$ cat src/rtl/uart_pkg.sv
// Shared definitions for the parametrised UART blocks.
//   PAR_NONE/PAR_EVEN/PAR_ODD : parity-mode encodings for the PARITY parameter
//   uart_state_t              : transmitter FSM states
//   frame_bits()              : total bits per frame (start + data + parity + stop)
package uart_pkg;

  localparam int PAR_NONE = 0;
  localparam int PAR_EVEN = 1;
  localparam int PAR_ODD  = 2;

  typedef enum logic [2:0] {
    ST_IDLE,
    ST_START,
    ST_DATA,
    ST_PARITY,
    ST_STOP
  } uart_state_t;

  function automatic int frame_bits(input int data_w, input int parity, input int stop_bits);
    return 1 + data_w + ((parity != PAR_NONE) ? 1 : 0) + stop_bits;
  endfunction

endpackage

$ cat src/rtl/uart_baud_gen.sv
// Bit-period timer shared by the UART transmitter and receiver.
//   clk  : system clock
//   rst  : asynchronous active-low reset
//   clr  : restart the bit period (counter back to 0)
//   en   : count while high
//   tick : high on the last cycle of each bit period
module uart_baud_gen #(
  parameter int CLKS_PER_BIT = 16
) (
  input  logic clk,
  input  logic rst,
  input  logic clr,
  input  logic en,
  output logic tick
);

  localparam int CW = (CLKS_PER_BIT > 2) ? $clog2(CLKS_PER_BIT) : 1;
  localparam logic [CW-1:0] LAST = CW'(CLKS_PER_BIT - 1);

  logic [CW-1:0] cnt;

  assign tick = en && (cnt == LAST);

  always_ff @(posedge clk or negedge rst) begin
    if (!rst) begin
      cnt <= '0;
    end else if (clr || tick) begin
      cnt <= '0;
    end else if (en) begin
      cnt <= cnt + 1'b1;
    end
  end

endmodule

$ cat src/rtl/uart_tx_param.sv
// Parametrised UART transmitter with ready/send handshake.
//   clk   : system clock
//   rst   : asynchronous active-low reset
//   send  : frame request, accepted when ready is high
//   data  : payload, latched on the accept edge
//   txd   : serial line, idle high
//   ready : a new frame can be accepted this cycle
//   done  : one-cycle pulse in the final cycle of the last stop bit
//
// state     | meaning
// ----------+-------------------------------------------
// ST_IDLE   | line idle high, waiting for send
// ST_START  | driving the start bit (0)
// ST_DATA   | shifting out DATA_W payload bits
// ST_PARITY | driving the parity bit (PARITY != 0 only)
// ST_STOP   | driving STOP_BITS stop bits (1)
module uart_tx_param
  import uart_pkg::*;
#(
  parameter int DATA_W       = 8,
  parameter int CLKS_PER_BIT = 16,
  parameter int PARITY       = 0,
  parameter int STOP_BITS    = 1,
  parameter int LSB_FIRST    = 1
) (
  input  logic              clk,
  input  logic              rst,
  input  logic              send,
  input  logic [DATA_W-1:0] data,
  output logic              txd,
  output logic              ready,
  output logic              done
);

  localparam logic [3:0] LAST_DATA = 4'(DATA_W - 1);
  localparam logic [3:0] LAST_STOP = 4'(STOP_BITS - 1);

  uart_state_t       state_q, state_d;
  logic [DATA_W-1:0] shreg_q, shreg_d;
  logic [3:0]        bit_cnt_q, bit_cnt_d;
  logic              par_q, par_d;
  logic              txd_q, txd_d;
  logic              tick;
  logic              accept;
  logic              last_stop;

  function automatic logic out_bit(input logic [DATA_W-1:0] w);
    return (LSB_FIRST != 0) ? w[0] : w[DATA_W-1];
  endfunction

  function automatic logic [DATA_W-1:0] shift(input logic [DATA_W-1:0] w);
    return (LSB_FIRST != 0) ? (w >> 1) : (w << 1);
  endfunction

  uart_baud_gen #(
    .CLKS_PER_BIT(CLKS_PER_BIT)
  ) u_baud (
    .clk (clk),
    .rst (rst),
    .clr (accept),
    .en  (state_q != ST_IDLE),
    .tick(tick)
  );

  // The last stop-bit cycle doubles as an accept window so frames can
  // run back to back without an idle bit in between.
  assign last_stop = (state_q == ST_STOP) && (bit_cnt_q == LAST_STOP) && tick;
  assign ready     = (state_q == ST_IDLE) || last_stop;
  assign done      = last_stop;
  assign accept    = send && ready;
  assign txd       = txd_q;

  always_comb begin
    state_d   = state_q;
    shreg_d   = shreg_q;
    bit_cnt_d = bit_cnt_q;
    par_d     = par_q;
    txd_d     = txd_q;
    case (state_q)
      ST_IDLE: begin
        txd_d = 1'b1;
        if (accept) begin
          state_d = ST_START;
          shreg_d = data;
          txd_d   = 1'b0;
        end
      end
      ST_START: begin
        if (tick) begin
          state_d   = ST_DATA;
          bit_cnt_d = '0;
          par_d     = (^shreg_q) ^ (PARITY == PAR_ODD);
          txd_d     = out_bit(shreg_q);
        end
      end
      ST_DATA: begin
        if (tick) begin
          if (bit_cnt_q == LAST_DATA) begin
            bit_cnt_d = '0;
            if (PARITY != PAR_NONE) begin
              state_d = ST_PARITY;
              txd_d   = par_q;
            end else begin
              state_d = ST_STOP;
              txd_d   = 1'b1;
            end
          end else begin
            bit_cnt_d = bit_cnt_q + 4'd1;
            shreg_d   = shift(shreg_q);
            txd_d     = out_bit(shift(shreg_q));
          end
        end
      end
      ST_PARITY: begin
        if (tick) begin
          state_d   = ST_STOP;
          bit_cnt_d = '0;
          txd_d     = 1'b1;
        end
      end
      ST_STOP: begin
        if (tick) begin
          if (bit_cnt_q == LAST_STOP) begin
            if (accept) begin
              state_d = ST_START;
              shreg_d = data;
              txd_d   = 1'b0;
            end else begin
              state_d = ST_IDLE;
              txd_d   = 1'b1;
            end
          end else begin
            bit_cnt_d = bit_cnt_q + 4'd1;
          end
        end
      end
      default: begin
        state_d = ST_IDLE;
        txd_d   = 1'b1;
      end
    endcase
  end

  always_ff @(posedge clk or negedge rst) begin
    if (!rst) begin
      state_q   <= ST_IDLE;
      shreg_q   <= '0;
      bit_cnt_q <= '0;
      par_q     <= 1'b0;
      txd_q     <= 1'b1;
    end else begin
      state_q   <= state_d;
      shreg_q   <= shreg_d;
      bit_cnt_q <= bit_cnt_d;
      par_q     <= par_d;
      txd_q     <= txd_d;
    end
  end

endmodule

$ cat config.mk
export PLATFORM = sky130hd
export DESIGN_NAME = uart_tx_param
export DESIGN_NICKNAME = d
export VERILOG_FILES = /design/src/rtl/uart_pkg.sv /design/src/rtl/uart_baud_gen.sv /design/src/rtl/uart_tx_param.sv
export SDC_FILE = /design/constraint.sdc
export NUM_CORES = 1
export LEC_CHECK = 0
export BUFFER_PORTS_ARGS = -buffer_cell sky130_fd_sc_hd__buf_4
export CORE_AREA = 2 2 66 68
export CTS_CLUSTER_DIAMETER = 60
export DETAILED_ROUTE_END_ITERATION = 12
export DIE_AREA = 0 0 68 70
export SLEW_MARGIN = 20
export SYNTH_ARGS = -nofsm -noshare
export SYNTH_HDL_FRONTEND = slang
export SYNTH_HIERARCHICAL = 1
export SYNTH_SLANG_ARGS = --single-unit
export TNS_END_PERCENT = 1
$ cat constraint.sdc
create_clock -name clk -period 3.2 [get_ports clk]
set_input_delay 0.32 -clock clk [delete_from_list [all_inputs] [get_ports clk]]
set_output_delay 0.32 -clock clk [all_outputs]
set_load 0.005 [all_outputs]
==> out/metrics.yaml, run 1 <==
drt:
  first_pass_iters: 4
  vias_per_cell: 5.05
  via_count: 939
  drtAntennaViolNets: 0
  wl_per_cell_um: 12.9
  route.detailed.drc: 0
  wirelength_mm: 2.39
  drtIter0Drc: 80
sta:
  finalSetupViolCount: 0
  hold_slack_ns: 0.288
  max_freq_mhz: 368
  finalHoldViolations: 0
  slew_headroom_pct: 68.6
  drv_slew: 0
  post-route-period-util_pct: 85.0
  worst_pin_slew_ns: 0.471
  finalCriticalPeriod_ns: 2.72
  clock_skew_ns: 0.00339
  setup_ws_ns: 0.480
  finalSetupTns_ns: 0
  rsz0062_at_grt: "false"
global_route:
  busiest_layer: "met2"
  overflow: 0
  grt_usage_pct: 11.3
  grt_pass1_vias: 945
  met3_usage_pct: 3.22
  grt_pass1_wl_mm: 4.22
  use_met2_pct: 19.1
  use_met1_pct: 14.4
  antenna_found_initial: 0
  grt_max_degree: 21
clock_network:
  worst_skew_pair.late_latency_ns: 0.26
  cts-root-buf: "clkbuf_8"
  cts-htree-levels: 1
  postCtsHoldBufs: 1
  cts_resized: 0
  clockBufferDepth: 2
  clock-sinks: 20
  cts_tree: "yes"
  numCtsBuffers: 3
  path_clk_slew_ns: 0.08
  post_cts_buffers: 0
yosys:
  avgSynthCellArea_um2: 9.78
  synthCells: 120
  ys_seq_elements: 20
  synth_seq_area_share_pct: 42.8
  synth_nets: 134
  async_reset_ff_share_pct: 100
  synthFlopType: "dfrtp_1"
  ys_types: 40
  synth_area_um2: 1170
  synth_edf_count: 0
  yosysWarningCount: 6
layout:
  nets: 149
  fin_util_pct: 33.6
  n_antenna_cell: 0
  final_cell_mix: "dfrtp_1, o22a_1, buf_4"
  layout_commonest_cell: "dfrtp_1"
  area_growth_pct: 18.8
  drive_gt1_share_pct: 20.9
  stdcell_count: 186
  fin_area_um2: 1390
worst_setup_path:
  criticalPathCategory: "reg2out"
  critPathTopFamily: "simple AND/OR/NAND/NOR gates"
  worstSetupEndpointType: "primary output"
  worstPathRequired_ns: 2.88
  worstReg2RegStart: "state_q[2]"
  crit_fanout: 16
  cp_data_arrival_time_ns: 2.40
  cpPeakStageDelay_ns: 0.64
  path_buf_inv: 3
  r2r_end: "shreg_q[6]"
  worst_path_max_delay_cell: "dfrtp_1"
  r2r_setup_slack_ns: 0.73
  crit_top_cell: "buf_4"
  startpoint_type: "flip-flop"
  crit_path_cell_trace: "or3_1, inv_1, nor2_1, buf_4, nand4bb_2, a21boi_0, buf_4"
  reg2reg_depth: 9
place:
  dp_hpwl_mm: 1.75
  dp.cells: 181
  dpl_worst_slack_ns: 0.750
  post_dp_cell_area_um2: 1310
  globalplace.congestion: 0.807
  io_buffers: 13
floorplan:
  ioPinCount: 14
  initial_core_util_pct: 28.3
  fp.dieW_um: 68
  die_h_um: 70
  die_area_um2: 4760
  rows: 24
  fp.coreArea_um2: 4140
min_path:
  min_from: "data[7]"
  min_to: "shreg_q[7]"
  hold_class: "in2reg"
  min_path_cells: 3
run:
  maxCapViolations: 0
power_and_ir_drop:
  p_leak_nw: 0.552
  peakVddDrop_uv: 193
  power_density_nw_per_um2: 808
  total_power_mw: 1.13
outcome:
  status: "finished clean"
[registers in the layout (all words and copies together) (netlist names)]
register	count
bit_cnt_q	4
shreg_q	8
state_q	3
txd	1
u_baud/cnt	4
[how the worst max path moves through the flow]
stage                  to  slack, ns  cells after the start       start
3_5_place_dp   shreg_q[6]       0.75                      9  state_q[2]
2_1_floorplan  shreg_q[0]       1.06                      9  state_q[2]
5_1_grt             ready       0.24                      7  state_q[2]
4_1_cts             ready       0.51                      7  state_q[2]
3_3_place_gp   shreg_q[0]       0.80                      9  state_q[2]
6_report            ready       0.48                      7  state_q[2]
[layer usage]
metal | part of all wire (%) | vias to the layer above
li1 | - | 474
met2 | 50 | 16
met1 | 46 | 447
met3 | 4.1 | 2
met4 | 0.42 | 0
met5 | 0 | -
[layout make-up]
class                           instances  area, um2
Clock buffer                            3       41.3
Clock inverter                          1       30.0
Fill cell                             427       2750
Inverter                                8       30.0
Multi-Input combinational cell         87        611
Sequential cell                        20        502
Tap cell                               52       65.1
Timing Repair Buffer                   15        115
[kinds of logic (layout without fill, tap and decap cells)]
family                     count (synthesis)  after routing  share of synthesized area, %
xor gates and xnor gates                   1              1                         0.746
and+or+nand+nor                           39             39                          18.8
adders and majority gates                  3              3                          3.20
buffers and inverters                     13             27                          5.22
AOI/OAI and AO/OA                         42             42                          27.5
DFF                                       20             20                          42.8
muxes                                      2              2                          1.81
[Yosys cell counts (3+ instances only)]
| cell | n | area share (%) |
|---|---|---|
| dfrtp_1 | 19 | 41 |
| o22a_1 | 14 | 10 |
| a21oi_1 | 9 | 3.8 |
| nand2_1 | 9 | 2.9 |
| nor2_1 | 9 | 2.9 |
| inv_1 | 6 | 1.9 |
| nand3_1 | 5 | 2.1 |
| buf_2 | 4 | 1.7 |
| o21ai_0 | 4 | 1.7 |
| ha_1 | 3 | 3.2 |
| nor3_1 | 3 | 1.3 |
| or3_1 | 3 | 1.6 |
[report_power, final]
group          switching [mW]  leakage (nW)  internal [mW]
registers               0.104         0.230          0.349
logic                   0.216         0.286          0.204
clock network          0.0857        0.0357          0.167
[worst min-delay path: cells and delay by family]
kind	cells	cell delay, ns
buffers and inverters	1	0.08
AOI/OAI and AO/OA	1	0.07
and+or+nand+nor	1	0.04
(Power assumes the default switching activity.)
==> inputs of run 2 (changes only) <==
- BUFFER_PORTS_ARGS: -buffer_cell sky130_fd_sc_hd__buf_4 -> not set
- CORE_AREA: 2 2 66 68 -> 2 2 52 54
- DIE_AREA: 0 0 68 70 -> 0 0 54 56
- DONT_BUFFER_PORTS: not set -> 1
==> run 2 against run 1 <==
Non-clock buffer count down 12. Die area down 36%. Worst hold slack worse by 0.16 ns. Critical path depth down 1. Clock power down 19%. Setup slack better by 0.14 ns. Utilization up 18 points. Sequential power about the same. Sequential share of layout area up 3.9 points. Sequential cell count unchanged.
==> out/metrics.yaml, run 2 (same netlist as run 1, synthesis figures left out) <==
outcome:
  status: "finished clean"
power_and_ir_drop:
  swShare_pct: 38.0  # +2.0 points
  clkPwrFrac_pct: 19.3  # -3.1 points
  power.share.combinational_pct: 38.0  # +0.7 points
  total_power_mw: 1.06  # -5.4%
  p_sw_mw: 0.404  # -0.24%
  p_seq_share_pct: 42.7  # +2.4 points
  power_density_nw_per_um2: 847  # +4.8%
  p_leak_nw: 0.486  # -12%
  peakVddDrop_uv: 426  # +120%
  p_int_mw: 0.660  # -8.3%
layout:
  fin_util_pct: 51.7  # +18 points
  nFillCells: 232  # -46%
  largest_reg_flops: 8  # unchanged
  n_antenna_cell: 0  # unchanged
  final_cell_mix: "dfrtp_1, o22a_1, nor2_1, nand2_1, a21oi_1"
  layout_commonest_cell: "dfrtp_1"
  reg_top3: "shreg_q (8), bit_cnt_q (4), u_baud/cnt (4)"
  area_growth_pct: 7.14
  drive_gt1_share_pct: 13.1  # -7.8 points
  largest-register: "shreg_q"
  nets: 137  # -8.1%
clock_network:
  path_clk_slew_ns: 0.12  # +0.04 ns
  cts-htree-levels: 1  # unchanged
  clock-sinks: 20  # unchanged
  post_cts_buffers: 0  # unchanged
  cts_resized: 0  # unchanged
  cts-root-buf: "clkbuf_4"
  clockBufferDepth: 2  # unchanged
  numCtsBuffers: 3  # unchanged
  worst_skew_pair.late_latency_ns: 0.30  # +0.04 ns
  cts_tree: "yes"
sta:
  worst_pin_slew_ns: 0.893  # +0.423 ns
  rsz0062_at_grt: "false"
  clock_skew_ns: 0.00756  # +0.00417 ns
  drv_slew: 0  # unchanged
  finalSetupTns_ns: 0  # unchanged
  finalSetupViolCount: 0  # unchanged
  finalCriticalPeriod_ns: 2.58  # -0.144 ns
  slew_headroom_pct: 40.2  # -28 points
  finalHoldViolations: 0  # unchanged
  max_freq_mhz: 388  # +5.6%
  post-route-period-util_pct: 80.5  # -4.5 points
global_route:
  grt_max_degree: 21  # unchanged
  grt_pass1_wl_mm: 4.02  # -4.7%
  grt_pass1_vias: 871  # -7.8%
  antenna_found_initial: 0  # unchanged
  grt_usage_pct: 17.5  # +6.2 points
  overflow: 0  # unchanged
floorplan:
  ioPinCount: 14  # unchanged
  fp.coreArea_um2: 2430  # -41%
  rows: 18  # -25%
  fp.dieW_um: 54  # -21%
  initial_core_util_pct: 48.3  # +20 points
  die_h_um: 56  # -20%
  die_area_um2: 3020  # -36%
worst_setup_path:
  cp_data_arrival_time_ns: 2.26  # -0.14 ns
  crit_fanout: 12  # -4
  worstPathRequired_ns: 2.88  # about the same
  startpoint_type: "flip-flop"
  worst_path_max_delay_cell: "dfrtp_1"
  crit_path_cell_trace: "or3_1, inv_1, nor2_1, buf_4, nand4bb_2, a21boi_0"
  criticalPathCategory: "reg2out"
  cpPeakStageDelay_ns: 0.61  # -0.03 ns
  worstSetupEndpointType: "primary output"
min_path:
  hold_class: "in2reg"
run:
  maxCapViolations: 0  # unchanged
drt:
  wl_per_cell_um: 15.7  # +22%
  drtAntennaViolNets: 0  # unchanged
  wirelength_mm: 2.38  # -0.46%
  first_pass_iters: 4  # unchanged
  drtIter0Drc: 10  # -88%
  route.detailed.drc: 0  # unchanged
  via_count: 893  # -4.9%
  vias_per_cell: 5.88  # +16%
place:
  dp_hpwl_mm: 1.76  # +0.68%
  globalplace.congestion: 0.792  # -1.8%
  io_buffers: 0  # -13
[run 2: cell types whose count changed in the layout (fill, tap and decap cells not counted)]
cell,before,now
buf_4,14,2
clkbuf_4,0,3
clkbuf_8,3,0
[run 2: area by class of cell]
cell class / instances / area [um2] / share of cell area, %
Clock buffer: 3 / 22.5 / 1.79
Timing Repair Buffer: 3 / 25.0 / 1.99
Multi-Input combinational cell: 87 / 611 / 48.6
Clock inverter: 1 / 30.0 / 2.39
Sequential cell: 20 / 502 / 39.9
Tap cell: 30 / 37.5 / 2.99
Inverter: 8 / 30.0 / 2.39
[run 2: worst paths after layout]
check | depth (start not counted) | slack (ns) | startpoint | to
max in group asynchronous | 1 | 2.07 | rst | bit_cnt_q[1]
hold reg to reg | 1 | 0.53 | shreg_q[3] | shreg_q[3]
setup / recovery | 6 | 0.62 | state_q[1] | ready
min in group asynchronous | 1 | 0.57 | rst | state_q[2]
hold / removal | 2 | 0.13 | data[7] | shreg_q[7]
setup reg to reg | 9 | 0.78 | state_q[1] | shreg_q[5]
[run 2: what timing repair did]
item	in CTS	in global routing
endpoints found under the hold margin	20	0
setup endpoints to repair	0	0
hold buffers	1	0
[run 2: through the flow]
stage	instance area, um2	setup slack, ns	hold WS (ns)	cells
after floorplan	1170	1.06	0.0244	120
after CTS	1260	0.604	0.110	152
after detailed placement	1190	0.789	0.0250	147
after global routing	1260	0.444	0.101	152
final	1260	0.624	0.128	152
after global placement	1190	0.858	0.0248	147
[run 2: power groups by stage]
stage,combinational [mW],sequential (mW),clock (mW)
after global placement,0.386,0.452,0
final,0.404,0.455,0.206
after floorplan,0.366,0.410,0
after CTS,0.405,0.451,0.216
after global routing,0.450,0.469,0.225
after detailed placement,0.396,0.457,0
[run 2: critical path: cells and delay by family, from the launching register on]
kind                   cells  cell delay (ns)
AND/OR/NAND/NOR            3             0.66
flip-flops                 1             0.61
AO/OA/AOI/OAI              1             0.43
buffers and inverters      2             0.26
[run 2: layer usage]
layer	up-vias	track usage [%]	part of all wire [%]
li1	452	-	-
met1	429	24.7	48
met2	12	26.8	49
met3	0	3.23	3.2
met4	0	5.36	0
met5	-	0	0
